[config.mk]
export PLATFORM = sky130hd
export DESIGN_NAME = demux1x4_tdm
export DESIGN_NICKNAME = d
export VERILOG_FILES = /design/src/rtl/demux_tdm_pkg.sv /design/src/rtl/slot_counter.sv /design/src/rtl/demux1x4_tdm.sv
export SDC_FILE = /design/constraint.sdc
export NUM_CORES = 1
export LEC_CHECK = 0
export ABC_AREA = 1
export CAP_MARGIN = 0
export CORE_MARGIN = 4
export CORE_UTILIZATION = 56
export DETAILED_ROUTE_END_ITERATION = 6
export GPL_TIMING_DRIVEN = 0
export PLACE_DENSITY = 0.93
export SLEW_MARGIN = 20
export SYNTH_ARGS = -nofsm -noshare
export SYNTH_HDL_FRONTEND = slang
export SYNTH_SLANG_ARGS = --single-unit
[constraint.sdc]
create_clock -name clk -period 2.9 [get_ports clk]
set_input_delay 0.435 -clock clk [delete_from_list [all_inputs] [get_ports clk]]
set_output_delay 0.435 -clock clk [all_outputs]
set_load 0.01 [all_outputs]
[src/rtl/demux_tdm_pkg.sv]
// Shared definitions for the 1:4 TDM demultiplexer: FSM encoding and slot sizing.
package demux_tdm_pkg;

  localparam int unsigned NSLOT = 4;
  localparam int unsigned SlotW = 2;

  typedef enum logic {
    StHunt   = 1'b0,
    StLocked = 1'b1
  } state_e;

  typedef logic [SlotW-1:0] slot_t;

endpackage

[src/rtl/slot_counter.sv]
// Slot index counter: clear beats load-to-1, load beats enable; wraps naturally at 3 -> 0.
module slot_counter
  import demux_tdm_pkg::*;
(
  input  logic             clk,
  input  logic             rst_n,
  input  logic             en,
  input  logic             load,
  input  logic             clr,
  output logic [SlotW-1:0] cnt
);

  always_ff @(posedge clk or negedge rst_n) begin
    if (!rst_n) begin
      cnt <= '0;
    end else if (clr) begin
      cnt <= '0;
    end else if (load) begin
      cnt <= SlotW'(1);
    end else if (en) begin
      cnt <= cnt + 1'b1;
    end
  end

endmodule

[src/rtl/demux1x4_tdm.sv]
// 1:4 TDM demultiplexer with frame hunting; publishes only complete frames, all outputs registered.
module demux1x4_tdm
  import demux_tdm_pkg::*;
#(
  parameter int unsigned DW    = 8,
  parameter int unsigned NSLOT = demux_tdm_pkg::NSLOT
) (
  input  logic          clk,
  input  logic          rst_n,
  input  logic [DW-1:0] in,
  input  logic          in_valid,
  input  logic          frame,
  output logic [DW-1:0] out0,
  output logic [DW-1:0] out1,
  output logic [DW-1:0] out2,
  output logic [DW-1:0] out3,
  output logic          frame_valid,
  output logic          sel1,
  output logic          sel0,
  output logic          locked,
  output logic          sync_err
);

  localparam slot_t LastSlot = slot_t'(NSLOT - 1);

  state_e        state_q;
  slot_t         slot;
  logic [DW-1:0] shadow_q [NSLOT];

  logic is_locked;
  logic hunt_start, resync, lost, advance;

  assign is_locked  = (state_q == StLocked);
  assign hunt_start = in_valid && !is_locked && frame;
  // Frame marker arriving early: restart the frame from this beat.
  assign resync     = in_valid && is_locked && frame && (slot != '0);
  // Frame marker missing where slot 0 was expected: lose lock.
  assign lost       = in_valid && is_locked && !frame && (slot == '0);
  assign advance    = in_valid && is_locked && !resync && !lost;

  slot_counter u_slot_counter (
    .clk   (clk),
    .rst_n (rst_n),
    .en    (advance),
    .load  (hunt_start || resync),
    .clr   (lost),
    .cnt   (slot)
  );

  always_ff @(posedge clk or negedge rst_n) begin
    if (!rst_n) begin
      state_q     <= StHunt;
      out0        <= '0;
      out1        <= '0;
      out2        <= '0;
      out3        <= '0;
      frame_valid <= 1'b0;
      sync_err    <= 1'b0;
      for (int i = 0; i < NSLOT; i++) shadow_q[i] <= '0;
    end else begin
      frame_valid <= 1'b0;
      sync_err    <= 1'b0;
      if (hunt_start) begin
        shadow_q[0] <= in;
        state_q     <= StLocked;
      end
      if (resync) begin
        sync_err    <= 1'b1;
        shadow_q[0] <= in;
        for (int i = 1; i < NSLOT; i++) shadow_q[i] <= '0;
      end
      if (lost) begin
        sync_err <= 1'b1;
        state_q  <= StHunt;
      end
      if (advance) begin
        shadow_q[slot] <= in;
        if (slot == LastSlot) begin
          out0        <= shadow_q[0];
          out1        <= shadow_q[1];
          out2        <= shadow_q[2];
          out3        <= in;
          frame_valid <= 1'b1;
        end
      end
    end
  end

  assign locked     = is_locked;
  assign {sel1, sel0} = slot;

endmodule

==> results by group, run 1 <==
Worst setup path
  • Critical-path cell list: clkdlybuf4s50_1
  • Req. time, crit path: 2.47 ns
  • Number of stages on the worst setup path: 1
  • Critical setup path kind: reg2out
  • CP Data Arrival Time: 1.33 ns
  • Crit-path slowest cell: clkdlybuf4s50_1
  • Crit path max fanout: 5
  • R2R cell count: 8
  • Setup crit start kind: flip-flop
  • CP peak stage delay: 0.57 ns
  • CP Capture Type: output pin
  • Worst path bufs/invs: 1
  • Critical path's top delay family: buffers and inverters

Placed design
  • Pre-CTS WS: slightly below 0.9 ns
  • Port Buffers: 48
  • RD Place Congestion: 0.938
  • Cell count after placement: 429
  • Dpl hpwl: 4430 µm

Final layout
  • Most common cell after layout, fill and taps aside: nand2_1
  • Post-layout util: between 70% and 80%
  • Area growth, synth to finish: 29.5%
  • Commonest cells after routing, fill and taps aside: nand2_1, dfrtp_1, nand4_1
  • Final Non-Filler Cells: 444
  • Nets: 389
  • # diodes: 0
  • Layout cells sized above 1: 10.1%

Floorplanning
  • Die area: 6030 µm²
  • Row cnt: 25
  • Die Y: approximately 78 µm
  • Initial Util: 57.5%
  • Core ar.: 4720 µm²
  • Die X: 77.6 µm
  • Boundary pin count: 49

Clock tree
  • Cts bufs inserted: 9
  • Post-CTS setup buffers: 0
  • Post-CTS Hold Fix Bufs: 0
  • Clock sink count: roughly 60
  • Cts repair resizes: 0
  • CTS Root Cell: clkbuf_8
  • Clk buf depth: 2
  • Worst-Skew Late Latency: between 0.3 and 0.4 ns
  • CTS tree: done
  • CTS clk-pin slew, worst paths: 0.06 ns
  • # H-tree levels: 3

Pwr
  • Tot Pwr: approximately 3700 µW
  • PD cells: 1050 nW/µm²
  • Pint: 2370 µW
  • Sw Pwr: 1320 µW
  • Static leakage: 0.00180 µW
  • Comb pwr share: 40.0%
  • Clock power share: 22.3%
  • Peak VDD IR: 0.647 mV
  • Switching Share: 35.7%
  • Reg power frac: between 30 and 40%

STA
  • Final worst path period share: 60.8%
  • Setup ws final: 1.14 ns
  • Clock skew: 0.00590 ns
  • Max Slew Vio Count: 0
  • Tightest Pin Transition: 0.518 ns
  • Achievable Freq: approximately 570 MHz
  • Slew headroom: 65.5%
  • Final Hold Vio Count: 0
  • Final min period: 1.76 ns
  • RSZ-0062 raised after global routing: false
  • Final setup fails: 0

Global routing
  • Busiest grt layer: met2
  • Met3 Track Usage GR: 6.73%
  • GR Layer Usage met1: 30.7%
  • Largest net degree at the start of global routing: 62
  • Overflow after GRT: 0
  • Initial antenna violation count: 0
  • Number of global-route vias before repair: 2371
  • Grt met2 use: 36.7%
  • GRT Total Usage: 23.7%
  • First-pass GRT wire length: 11000 µm

Yosys
  • Synthesized area: 2720 µm²
  • Top post-synthesis cells by area: dfrtp_1, nand2_1, nand4_1
  • Synth Net Count: between 300 and 400
  • Syn avg cell area: 8.68 µm²
  • Top cell type's share of synthesized area: 56.2%
  • Post-synthesis cell type count: 22
  • Sequential-to-total area share from yosys stat: 56.2%
  • Yosys reg bits: 61
  • Syn. warnings: 0
  • Syn Inst Count: about 310
  • Cell taking the most area after synthesis: dfrtp_1

Detailed routing
  • Vias per cell: roughly 5.3
  • Wire per inst: roughly 14 µm
  • DR vias: 2348
  • 1st-pass router iterations: 4
  • Initial DRC count: 272
  • Post-route antenna net violation count: 0
  • Wirelength, routed: 6410 µm
  • Drt drc: 0

Worst hold path
  • Worst min-delay path class: in2async

Outcome
  • Status: completed

Job
  • Max_cap viols: 0
## cell usage after synthesis (all sizes together)
master,instances
clkbuf,7
o21ai,2
inv,22
clkinv,1
a21oi,2
nand3,1
dfrtp,61
ha,4
nand2,129
nor2,17
o22ai,1
nand4,51
o211ai,1
buf,14
## path summary, 6_finish.rpt
kind                                        from          end  slack (ns)
max                                       locked       locked        1.14
min                                        rst_n      out2[6]        0.07
max reg2reg                u_slot_counter.cnt[0]      out3[3]        1.16
min reg2reg                              out1[6]      out1[6]        0.47
max in group asynchronous                  rst_n  shadow_q[8]        2.58
min in group clk                         out1[6]      out1[6]        0.47
## registers in the layout, indices dropped and copies added, names as in the netlist
name / cells
shadow_q: 24
out0: 8
out1: 8
out2: 8
out3: 8
u_slot_counter.cnt: 2
frame_valid: 1
locked: 1
sync_err: 1
## area by class of cell
| type | count | area (µm²) |
|---|---|---|
| timing repair buffer | 49 | 505 |
| clock buffer | 10 | 138 |
| tap | 67 | 83.8 |
| sequential | 61 | 1530 |
| clock inverter | 5 | 75.1 |
| buffer | 21 | 118 |
| fill | 324 | 1200 |
| multi-input combinational | 208 | 986 |
| inverter | 23 | 86.3 |
## through the flow
stage / TNS (ns) / hold slack [ns] / cell area, µm²
after floorplan: 0 / 0.139 / 2720
after global placement: -25.98 / 0.452 / 3280
after detailed placement: 0 / 0.449 / 3310
after CTS: 0 / 0.0757 / 3520
after global routing: 0 / 0.0856 / 3520
final: 0 / 0.0734 / 3520
## per-layer routing
metal / share of wire (%) / vias to the layer above
li1: - / 1138
met1: 41 / 1081
met2: 49 / 113
met3: 7.3 / 16
met4: 2.7 / 0
met5: 0 / -
## kinds of logic after synthesis
| logic type | Yosys count | share of synthesized area (%) |
|---|---|---|
| fa+ha+maj | 4 | 1.84 |
| flops | 61 | 56.2 |
| buf+inv | 44 | 7.51 |
| simple gates | 198 | 33.1 |
| compound gates | 6 | 1.38 |
## power groups by stage
stage | clock (µW) | sequential (µW) | combinational, µW
finish | 821 | 1390 | 1470
global route | 885 | 1430 | 1630
CTS | 833 | 1390 | 1480
detailed placement | 0 | 1400 | 1460
global placement | 0 | 1380 | 1420
floorplan | 0 | 1480 | 689
Note: power is estimated with default switching activity, not from simulation.
==> run 2, diff against run 1 <==
Settings changed: CORE_UTILIZATION 56 to 47, PLACE_DENSITY 0.93 to 0.85.
Clock period 2.9 ns to 1.6 ns, I/O delays scaled along.
==> results by group, run 2 (synthesis results as in run 1) <==
Detailed routing
  • Wire per inst: 14.6 µm (+1.1%)
  • Vias per cell: 5.34 (+0.92%)
  • Post-route antenna net violation count: 0 (unchanged)
  • DR vias: 2407 (+2.5%)
  • Wirelength, routed: 6590 µm (+2.7%)
  • 1st-pass router iterations: 4 (unchanged)
  • Drt drc: 0 (unchanged)
  • Initial DRC count: 229 (-16%)

Clock tree
  • Cts bufs inserted: 9 (unchanged)
  • Worst-Skew Late Latency: 0.34 ns (about the same)
  • CTS clk-pin slew, worst paths: 0.06 ns (about the same)
  • Clock sink count: 61 (unchanged)
  • CTS Root Cell: clkbuf_8
  • CTS tree: done
  • Clk buf depth: 2 (unchanged)
  • # H-tree levels: 3 (unchanged)

Final layout
  • # diodes: 0 (unchanged)
  • Filler cell count: 459 (+42%)
  • Register area: 1530 µm² (unchanged)
  • Area of the multi-input gates: 1020 µm² (+3.0%)
  • Commonest cells after routing, fill and taps aside: nand2_1, dfrtp_1, nand4_1
  • Final Non-Filler Cells: 451 (+1.6%)
  • Top reg by flops: shadow_q
  • Number of flip-flops in the largest register: 24 (unchanged)
  • Nets: 391 (+0.51%)
  • Most common cell after layout, fill and taps aside: nand2_1
  • Area growth, synth to finish: 32.2%
  • Layout cells sized above 1: 12.4% (+2.3 points)

Worst hold path
  • Worst min-delay path class: in2async

Floorplanning
  • Core ar.: 5540 µm² (+17%)
  • Die X: 84.0 µm (+8.2%)
  • Initial Util: 49.0% (-8.5 points)
  • Row cnt: 27 (+8.0%)
  • Die area: 7060 µm² (+17%)
  • Boundary pin count: 49 (unchanged)
  • Die Y: 84.0 µm (+8.2%)

Worst setup path
  • Req. time, crit path: 1.83 ns (-0.64 ns)
  • Reg2Reg Capture Point: out3[5]
  • Reg2reg setup slack: 0.08 ns (-1.08 ns)
  • Setup crit start kind: flip-flop
  • Crit path max fanout: 10 (+5)
  • Critical setup path kind: reg2reg
  • Reg2Reg Launch Point: u_slot_counter.cnt[0]
  • CP Capture Type: flip-flop
  • CP Data Arrival Time: 1.75 ns (+0.42 ns)
  • R2R cell count: 7 (-1)

Placed design
  • Cell count after placement: 434 (+1.2%)
  • RD Place Congestion: 0.910 (-3.0%)
  • Pre-CTS WS: -0.237 ns (-1.13 ns)
  • Dpl hpwl: 4450 µm (+0.34%)
  • Port Buffers: 48 (unchanged)

STA
  • Slew headroom: 78.2% (+13 points)
  • Setup ws final: 0.0845 ns (-1.05 ns)
  • Clock skew: 0.00390 ns (-0.00200 ns)
  • Max Slew Vio Count: 0 (unchanged)
  • Tightest Pin Transition: 0.327 ns (-0.191 ns)
  • Final min period: between 1.5 and 2 ns
  • Final worst path period share: 94.7%
  • Final Hold Vio Count: 0 (unchanged)
  • Hold WS: 0.431 ns (+0.358 ns)
  • Achievable Freq: between 600 and 700 MHz
  • Final setup fails: 0 (unchanged)

Global routing
  • Largest net degree at the start of global routing: 62 (unchanged)
  • GRT Total Usage: 20.2% (-3.6 points)
  • First-pass GRT wire length: 11300 µm (+2.4%)
  • Overflow after GRT: 0 (unchanged)
  • Initial antenna violation count: 0 (unchanged)
  • Number of global-route vias before repair: 2339 (-1.3%)

Outcome
  • Status: completed

Pwr
  • Comb pwr share: 43.1% (+3.1 points)
  • Clock power share: 18.8% (-3.5 points)
  • Pint: 4170 µW (+76%)
  • Sw Pwr: 2410 µW (+83%)
  • Tot Pwr: 6570 µW (+78%)
  • Static leakage: 0.00185 µW (+2.7%)
  • Switching Share: 36.6% (+0.87 points)
  • PD cells: 1830 nW/µm² (+75%)
  • Peak VDD IR: 0.905 mV (+40%)
  • Reg power frac: 38.2% (+0.5 points)

Job
  • Max_cap viols: 0 (unchanged)
## run 2: cell count changes in the layout (fill, tap and decap cells not counted), moves of 3 or more
cell,change
buf_6,+4
buf_4,+5
dlymetal6s2s_1,+3
buf_2,-5
clkdlybuf4s50_1,-3
clkbuf_2,+4
clkbuf_1,-5
## run 2: final cells by class
cell class              instances  area share, %
plain buffers                  18           3.76
clock inverters                 1          0.139
flip-flops and latches         61           42.5
repair buffers                 54           15.5
inverters                      23           2.47
multi-input cells             208           28.3
clock buffers                  14           4.81
well taps                      72           2.51
## run 2: layer usage
layer  vias to the layer above  routed length (µm)  GRT usage, %
met4                         0                 146          7.60
li1                       1149                   -             -
met3                        15                 621          6.42
met1                      1119                2680          26.7
met5                         -                   0             0
met2                       124                3140          30.9
## run 2: how the worst max path moves through the flow
| stage | startpoint | endpoint | slack, ns |
|---|---|---|---|
| floorplan | u_slot_counter.cnt[1] | shadow_q[8] | 0.1 |
| global placement | rst_n | frame_valid | -1.54 |
| detailed placement | frame | out3[5] | -0.24 |
| CTS | u_slot_counter.cnt[1] | out0[3] | 0.01 |
| global route | u_slot_counter.cnt[1] | shadow_q[8] | -0.0005 |
| finish | u_slot_counter.cnt[0] | out3[5] | 0.08 |
## run 2: timing repair
item                                    in CTS  in global routing
pin swaps                                    2                  2
cloned                                       0                  1
hold endpoints to repair                    61                  0
hold buffers                                 1                  0
endpoints found under the setup margin      47                 47
setup buffers                                2                  1
resized for setup                            9                 19
## run 2: power by group through the flow
stage	combinational, µW	clock (µW)	sequential, µW
finish	2830	1230	2510
global route	3140	1340	2590
CTS	2760	1260	2510
detailed placement	2660	0	2530
global placement	2580	0	2500
floorplan	1250	0	2680
## run 2: through the flow
step / setup TNS, ns / instance area, µm² / utilization (%)
2_1_floorplan: 0 / 2720 / -
3_3_place_gp: -99.99 / 3290 / 59.3
3_5_place_dp: -7.82 / 3310 / 59.8
4_1_cts: 0 / 3550 / 64.0
5_1_grt: -0.000459 / 3590 / 64.8
6_report: 0 / 3590 / 64.8
## run 2: critical path, cell delays in order, from the launching register on
cell     delay [ns]
dfrtp_1        0.40
inv_2          0.09
ha_4           0.19
nand2_2        0.16
nand4_4        0.19
buf_4          0.23
nand2_1        0.08
nand2_1        0.05
==> run 3, diff against run 2 <==
Settings changed: CTS_CLUSTER_DIAMETER set to 100, CTS_CLUSTER_SIZE set to 30.
==> results of run 3 <==
The final DEF is identical to that of run 2; final timing and power are the same.
